$ cat config.mk
export PLATFORM = sky130hd
export DESIGN_NAME = calc_entry_ctrl_flat
export DESIGN_NICKNAME = d
export VERILOG_FILES = /design/src/rtl/calc_pkg.sv /design/src/rtl/calc_entry_ctrl_if.sv /design/src/rtl/entry_accum.sv /design/src/rtl/calc_entry_ctrl.sv /design/src/flat_wrapper.sv
export SDC_FILE = /design/constraint.sdc
export NUM_CORES = 1
export LEC_CHECK = 0
export ABC_AREA = 1
export CAP_MARGIN = 15
export CORE_MARGIN = 1.5
export CORE_UTILIZATION = 45
export DETAILED_ROUTE_END_ITERATION = 8
export PLACE_DENSITY_LB_ADDON = 0.1
export SETUP_SLACK_MARGIN = 0.5
export SLEW_MARGIN = 20
export SYNTH_ARGS = -nofsm -noshare
export SYNTH_HDL_FRONTEND = slang
export SYNTH_SLANG_ARGS = --single-unit
export TNS_END_PERCENT = 10
$ cat constraint.sdc
create_clock -name clk -period 7.6 [get_ports clk]
set_clock_uncertainty 0.05 [all_clocks]
set_input_delay 1.14 -clock clk [delete_from_list [all_inputs] [get_ports clk]]
set_output_delay 1.14 -clock clk [all_outputs]
set_load 0.005 [all_outputs]
$ cat src/rtl/calc_pkg.sv
// Shared definitions for the calculator entry controller.
// Key codes, operator encoding and FSM state type.
package calc_pkg;

  localparam logic [4:0] KEY_ADD = 5'h10;
  localparam logic [4:0] KEY_MUL = 5'h11;
  localparam logic [4:0] KEY_AND = 5'h12;
  localparam logic [4:0] KEY_EXE = 5'h13;
  localparam logic [4:0] KEY_SUB = 5'h14;
  localparam logic [4:0] KEY_OR  = 5'h15;
  localparam logic [4:0] KEY_CE  = 5'h16;
  localparam logic [4:0] KEY_CLR = 5'h17;

  typedef enum logic [2:0] {
    OP_ADD = 3'd0,
    OP_SUB = 3'd1,
    OP_MUL = 3'd2,
    OP_AND = 3'd3,
    OP_OR  = 3'd4
  } op_t;

  typedef enum logic [1:0] {
    S_A, S_B, S_EXEC, S_RES
  } state_t;

  function automatic logic key_is_op(
    input logic [4:0] k
  );
    return k inside {KEY_ADD, KEY_MUL, KEY_AND,
                     KEY_SUB, KEY_OR};
  endfunction

  function automatic op_t key_to_op(
    input logic [4:0] k
  );
    op_t o;
    case (k)
      KEY_SUB: o = OP_SUB;
      KEY_MUL: o = OP_MUL;
      KEY_AND: o = OP_AND;
      KEY_OR:  o = OP_OR;
      default: o = OP_ADD;
    endcase
    return o;
  endfunction

endpackage

$ cat src/rtl/calc_entry_ctrl_if.sv
// Key-entry / ALU / display bundle of the calculator controller.
// slave: controller side; master: cursor + ALU + display side.
interface calc_entry_ctrl_if #(
  parameter int WIDTH = 16
);
  logic             key_valid;
  logic [4:0]       key_val;
  logic             dec_mode;
  logic [WIDTH-1:0] result;
  logic [WIDTH-1:0] op_a;
  logic [WIDTH-1:0] op_b;
  logic [2:0]       op_code;
  logic             exe;
  logic [WIDTH-1:0] display;
  logic             restriction;

  modport slave (
    input  key_valid, key_val, dec_mode, result,
    output op_a, op_b, op_code, exe,
    output display, restriction
  );

  modport master (
    output key_valid, key_val, dec_mode, result,
    input  op_a, op_b, op_code, exe,
    input  display, restriction
  );
endinterface

$ cat src/rtl/entry_accum.sv
// One operand register: digit append (hex or decimal), count, clear, load.
// Ports: dec_mode/digit/append/clear/load_val/load in; value/empty out.
module entry_accum #(
  parameter int WIDTH      = 16,
  parameter int MAX_DIGITS = 4
) (
  input  logic             clk,
  input  logic             rst,
  input  logic             dec_mode,
  input  logic [3:0]       digit,
  input  logic             append,
  input  logic             clear,
  input  logic [WIDTH-1:0] load_val,
  input  logic             load,
  output logic [WIDTH-1:0] value,
  output logic             empty
);

  localparam int CW = $clog2(MAX_DIGITS + 1);

  logic [CW-1:0]    cnt;
  logic             full;
  logic [WIDTH-1:0] base;
  logic [WIDTH-1:0] app_val;

  assign full  = (cnt == CW'(MAX_DIGITS));
  assign empty = (cnt == '0);

  // clear together with append restarts the operand at this digit
  assign base = clear ? '0 : value;

  always_comb begin
    if (dec_mode)
      app_val = base * WIDTH'(10) + WIDTH'(digit);
    else
      app_val = {base[WIDTH-5:0], digit};
  end

  always_ff @(posedge clk) begin
    if (rst) begin
      value <= '0;
      cnt   <= '0;
    end else if (load) begin
      value <= load_val;
      cnt   <= CW'(MAX_DIGITS);
    end else if (append && (clear || !full)) begin
      value <= app_val;
      cnt   <= clear ? CW'(1) : cnt + CW'(1);
    end else if (clear) begin
      value <= '0;
      cnt   <= '0;
    end
  end

endmodule

$ cat src/rtl/calc_entry_ctrl.sv
// Calculator entry FSM: builds A/op/B from keys, strobes exe, holds result.
// Ports: clk, rst, bus (slave: keys, result in; operands, exe, display out).
module calc_entry_ctrl
  import calc_pkg::*;
#(
  parameter int WIDTH      = 16,
  parameter int MAX_DIGITS = 4
) (
  input logic             clk,
  input logic             rst,
  calc_entry_ctrl_if.slave bus
);

  state_t           state, state_nx;
  op_t              op_q;
  logic [WIDTH-1:0] res_q;
  logic [WIDTH-1:0] a_val, b_val;
  logic             a_empty, b_empty;

  logic is_dig, is_op, is_exe, is_ce, is_clr;
  logic a_app, a_clr, a_ld;
  logic b_app, b_clr;
  logic op_ld, res_ld, all_clr;

  // digits A-F do not exist in decimal entry
  assign is_dig = bus.key_valid && !bus.key_val[4]
               && !(bus.dec_mode && bus.key_val[3:0] > 4'd9);
  assign is_op  = bus.key_valid && key_is_op(bus.key_val);
  assign is_exe = bus.key_valid && bus.key_val == KEY_EXE;
  assign is_ce  = bus.key_valid && bus.key_val == KEY_CE;
  assign is_clr = bus.key_valid && bus.key_val == KEY_CLR;

  always_comb begin
    state_nx = state;
    a_app    = 1'b0;
    a_clr    = 1'b0;
    a_ld     = 1'b0;
    b_app    = 1'b0;
    b_clr    = 1'b0;
    op_ld    = 1'b0;
    res_ld   = 1'b0;
    all_clr  = 1'b0;
    unique case (state)
      S_A: begin
        unique case (1'b1)
          is_dig: a_app = 1'b1;
          is_op: begin
            op_ld    = 1'b1;
            b_clr    = 1'b1;
            state_nx = S_B;
          end
          is_ce:   a_clr = !a_empty;
          is_clr:  all_clr = 1'b1;
          default: ;
        endcase
      end
      S_B: begin
        unique case (1'b1)
          is_dig: b_app = 1'b1;
          is_op:  op_ld = b_empty;
          is_exe: if (!b_empty) state_nx = S_EXEC;
          is_ce:  b_clr = 1'b1;
          is_clr: all_clr = 1'b1;
          default: ;
        endcase
      end
      S_EXEC: begin
        res_ld   = 1'b1;
        state_nx = S_RES;
      end
      S_RES: begin
        unique case (1'b1)
          is_dig: begin
            a_clr    = 1'b1;
            a_app    = 1'b1;
            b_clr    = 1'b1;
            state_nx = S_A;
          end
          // a chained result is loaded as a full operand
          is_op: begin
            a_ld     = 1'b1;
            op_ld    = 1'b1;
            b_clr    = 1'b1;
            state_nx = S_B;
          end
          is_ce, is_clr: all_clr = 1'b1;
          default: ;
        endcase
      end
      default: state_nx = S_A;
    endcase
    if (all_clr) begin
      a_clr    = 1'b1;
      b_clr    = 1'b1;
      state_nx = S_A;
    end
  end

  always_ff @(posedge clk) begin
    if (rst) begin
      state <= S_A;
      op_q  <= OP_ADD;
      res_q <= '0;
    end else begin
      state <= state_nx;
      if (all_clr)     op_q <= OP_ADD;
      else if (op_ld)  op_q <= key_to_op(bus.key_val);
      if (all_clr)     res_q <= '0;
      else if (res_ld) res_q <= bus.result;
    end
  end

  entry_accum #(
    .WIDTH(WIDTH), .MAX_DIGITS(MAX_DIGITS)
  ) u_acc_a (
    .clk(clk), .rst(rst),
    .dec_mode(bus.dec_mode),
    .digit(bus.key_val[3:0]),
    .append(a_app), .clear(a_clr),
    .load_val(res_q), .load(a_ld),
    .value(a_val), .empty(a_empty)
  );

  entry_accum #(
    .WIDTH(WIDTH), .MAX_DIGITS(MAX_DIGITS)
  ) u_acc_b (
    .clk(clk), .rst(rst),
    .dec_mode(bus.dec_mode),
    .digit(bus.key_val[3:0]),
    .append(b_app), .clear(b_clr),
    .load_val('0), .load(1'b0),
    .value(b_val), .empty(b_empty)
  );

  assign bus.op_a        = a_val;
  assign bus.op_b        = b_val;
  assign bus.op_code     = op_q;
  assign bus.exe         = (state == S_EXEC);
  assign bus.restriction = bus.dec_mode;

  always_comb begin
    bus.display = a_val;
    unique case (state)
      S_A:     bus.display = a_val;
      S_B:     bus.display = b_empty ? a_val : b_val;
      S_EXEC:  bus.display = b_val;
      S_RES:   bus.display = res_q;
      default: bus.display = a_val;
    endcase
  end

endmodule
$ cat src/flat_wrapper.sv
// flat-port wrapper written by rule: the top's interface ports become plain ports
module calc_entry_ctrl_flat import calc_pkg::*;
#(
  parameter int WIDTH      = 16,
  parameter int MAX_DIGITS = 4
)
  (clk, rst, bus_key_valid, bus_key_val, bus_dec_mode, bus_result, bus_op_a, bus_op_b, bus_op_code, bus_exe, bus_display, bus_restriction);
  calc_entry_ctrl_if #(.WIDTH(WIDTH)) bus_i ();
  input logic clk;
  input logic rst;
  input wire logic [$bits(bus_i.key_valid)-1:0] bus_key_valid;
  input wire logic [$bits(bus_i.key_val)-1:0] bus_key_val;
  input wire logic [$bits(bus_i.dec_mode)-1:0] bus_dec_mode;
  input wire logic [$bits(bus_i.result)-1:0] bus_result;
  output wire logic [$bits(bus_i.op_a)-1:0] bus_op_a;
  output wire logic [$bits(bus_i.op_b)-1:0] bus_op_b;
  output wire logic [$bits(bus_i.op_code)-1:0] bus_op_code;
  output wire logic [$bits(bus_i.exe)-1:0] bus_exe;
  output wire logic [$bits(bus_i.display)-1:0] bus_display;
  output wire logic [$bits(bus_i.restriction)-1:0] bus_restriction;
  assign bus_i.key_valid = bus_key_valid;
  assign bus_i.key_val = bus_key_val;
  assign bus_i.dec_mode = bus_dec_mode;
  assign bus_i.result = bus_result;
  assign bus_op_a = bus_i.op_a;
  assign bus_op_b = bus_i.op_b;
  assign bus_op_code = bus_i.op_code;
  assign bus_exe = bus_i.exe;
  assign bus_display = bus_i.display;
  assign bus_restriction = bus_i.restriction;
  calc_entry_ctrl #(.WIDTH(WIDTH), .MAX_DIGITS(MAX_DIGITS)) u_core (.clk(clk), .rst(rst), .bus(bus_i));
endmodule
==> flow_summary.json <==
{
  "yosysSeqAreaShare_pct": 21.67,
  "synth_top_cell_by_area": "dfxtp_1",
  "yosysWarnings": 0,
  "clock_sinks": 59,
  "numCtsBuffers": 9,
  "crit_path_start": "bus_key_val[3]",
  "reg2regPathDepth": 25,
  "cp_max_fo": 11,
  "worstHoldPathType": "reg2reg",
  "syn-cell-area_sq_um": 5450,
  "core_sq_um": 11910,
  "grt_usage_pct": 26.22,
  "power_per_cell_area_nw_per_um2": 185.6,
  "ir_drop_v": 0.00009731,
  "drv_slew": 0,
  "syn_area_per_cell_sq_um": 6.582,
  "fin_nets": 976,
  "grt_pass1_vias": 5394,
  "fin_crit_ps": 5301,
  "grt_pass1_wl_mm": 26.59,
  "r2r_slack_ps": 2610,
  "dieArea_sq_um": 12780,
  "cts_resized": 0,
  "max_cap_violations": 0,
  "totalWireLength_mm": 16.57,
  "wl_per_cell_microns": 15.95,
  "first_iter_violations": 403,
  "finalCoreUtilization_pct": 55.21,
  "rr_endpoint": "u_core.u_acc_b.value[15]",
  "grt_max_degree": 32,
  "period_share_pct": 69.76,
  "place_area_sq_um": 6266,
  "stdcell_area_sq_um": 6576,
  "clock-root-buffer": "clkbuf_16",
  "ant_nets": 0,
  "routabilityCongestion": 0.9502,
  "drive_gt1_share_pct": 5.830,
  "rsz0062_at_grt": "no",
  "clockBufferDepth": 2,
  "synth.top_cell.area_share_pct": 21.67,
  "fmax_mhz": 188.6,
  "tritoncts": "yes",
  "power_w": 0.001221,
  "grt_overflow": 0,
  "die_y_microns": 113.1,
  "power_leakage_nw": 2.972,
  "ys_ff_latch": 59,
  "hold_viol": 0,
  "syn_inst": 828,
  "worstPathRequired_ps": 7740,
  "rows": 40,
  "cp-start-kind": "primary input",
  "via_per_inst": 5.507,
  "port_buffers": 77,
  "firstDrtPassIters": 5,
  "postCtsSetupBuffers": 0,
  "place_hpwl_mm": 12.93,
  "antenna_cells": 0,
  "worstSkewPairLatency_ps": 330,
  "status": "finished clean",
  "area_delta_synth_final_pct": 20.66,
  "max-slew-margin-rel_pct": 39.13,
  "crit_arrival_ps": 5440,
  "r2r_start": "u_core.state[0]",
  "die_w_microns": 113.1,
  "antenna_found_initial": 0,
  "setup_viol": 0,
  "hold_buffers": 0,
  "io_pins": 78,
  "critical_path_class": "in2reg",
  "syn_nets": 917,
  "fill_cells": 1197,
  "setup.worst_path.end_class": "flip-flop",
  "final_cells": 1039,
  "htreeDepth": 3,
  "synth.distinct_cells": 46,
  "start_util_pct": 45.76,
  "fin_tns_setup_ps": 0,
  "synth_area_leaders": "dfxtp_1, ha_1, nand2_1",
  "dp.cells": 1023,
  "worst_pin_slew_ps": 912.0,
  "drc_errors": 0,
  "crit_end": "u_core.u_acc_b.value[15]",
  "vias": 5722,
  "cts.reportedPaths.clkPinSlew_ps": 50,
  "holdPathStages": 2
}
-- metal layers --
layer | GRT usage [%] | wire length, microns | up-vias
li1 | - | - | 2880
met1 | 33.02 | 7342 | 2633
met2 | 45.82 | 8064 | 183
met3 | 3.642 | 818 | 26
met4 | 9.333 | 348 | 0
met5 | 0 | 0 | -
-- flip-flops by register name (all words and copies together), names as in the netlist --
signal and cells:
u_core.res_q 16, u_core.bus.op_code 3, u_core.u_acc_b.cnt 3, u_core.u_acc_a.value 16, u_core.state 2, u_core.u_acc_b.value 16, u_core.u_acc_a.cnt 3
-- area by class of cell --
cell class	instances	area [sq um]	area share, %
well taps	147	183.9	2.797
multi-input cells	625	3695	56.18
inverters	114	427.9	6.507
clock inverters	5	77.57	1.180
flip-flops and latches	59	1181	17.96
repair buffers	78	778.2	11.83
clock buffers	11	232.7	3.539
-- through the flow --
step / hold WS (ps) / setup slack, ps
after detailed placement: 412.9 / 1978
after global routing: 432.5 / 1780
after floorplan: 391.2 / 3116
after CTS: 419.9 / 2309
final: 416.1 / 2299
after global placement: 405.8 / 2156
-- worst min path at each step --
| stage | slack (ps) | endpoint | from |
|---|---|---|---|
| finish | 420 | u_core.res_q[13] | u_core.res_q[13] |
| global route | 430 | u_core.res_q[1] | u_core.res_q[1] |
| CTS | 420 | u_core.res_q[6] | u_core.res_q[6] |
| detailed placement | 410 | u_core.res_q[6] | u_core.res_q[6] |
| global placement | 410 | u_core.res_q[13] | u_core.res_q[13] |
| floorplan | 390 | u_core.res_q[10] | u_core.res_q[10] |
-- layout by cell type, fill, tap and decap left out, types with 4 or more instances in the layout --
cell type        Yosys  routed
xor2_2               4       4
nand2_2              4       4
a211oi_1             4       4
xnor2_1              9       9
inv_2                9       9
dfxtp_1             59      59
inv_1              103     103
a21boi_0             7       7
a21oi_1             86      86
nand2_1            183     183
nand3b_1             7       7
a22oi_1             10      10
clkdlybuf4s50_1      0      77
xor2_1              13      13
nand4_1             11      11
nor2_2               6       6
ha_1                60      60
nand3_1             50      50
nor2_1              62      62
fa_1                 4       4
o22ai_1             20      20
o21ai_1              8       8
clkbuf_16            0       9
o211ai_1             5       5
o21ai_0             43      43
-- power by group --
part	switching [W]	internal (W)	total, W
combinational	0.000259	0.000157	0.000415
sequential	0.0000338	0.000345	0.000379
clock	0.000141	0.000286	0.000426
-- synthesized netlist by cell type, drive strengths merged --
cell type and instances:
or2 3, nand3 52, a211o 1, clkinv 2, o21ai 52, a2bb2oi 1
a221oi 2, o21bai 3, nand3b 7, nand2 189, dfxtp 59, a21oi 88
nor3 6, a211oi 4, a32o 1, inv 112, o22ai 20, xor2 17
a21o 2, o21a 1, buf 12, a22oi 10, xnor2 9, o211ai 5
nand4 12, a21boi 7, clkbuf 18, ha 60, fa 4, nor2 69
-- worst max-delay path, stage by stage --
cell,delay (ps)
clkdlybuf4s50_1,570
inv_1,130
nand3_1,120
nor2_2,180
nand2_1,70
nand2_1,110
nand2_2,80
nand2_1,90
inv_2,60
nand2_4,120
inv_2,130
nand2_1,150
inv_1,100
ha_1,290
ha_1,250
fa_1,450
xor2_1,290
nand2_1,130
nor2_1,100
nand2_1,110
nor2_2,120
nand4_1,150
nor2_1,120
nand2_1,70
nand3_1,80
nand3_1,70
nand2_1,90
a21oi_2,50
-- logic make-up (layout without fill, tap and decap cells) --
| logic type | count (synthesis) | count (layout) | share of synthesized area [%] |
|---|---|---|---|
| xor gates and xnor gates | 26 | 26 | 4.729 |
| DFF | 59 | 59 | 21.67 |
| AOI/OAI and AO/OA | 197 | 197 | 20.59 |
| and+or+nand+nor | 338 | 338 | 27.23 |
| adders and majority gates | 64 | 64 | 15.24 |
| buffers and inverters | 144 | 208 | 10.54 |
(Power assumes the default switching activity.)
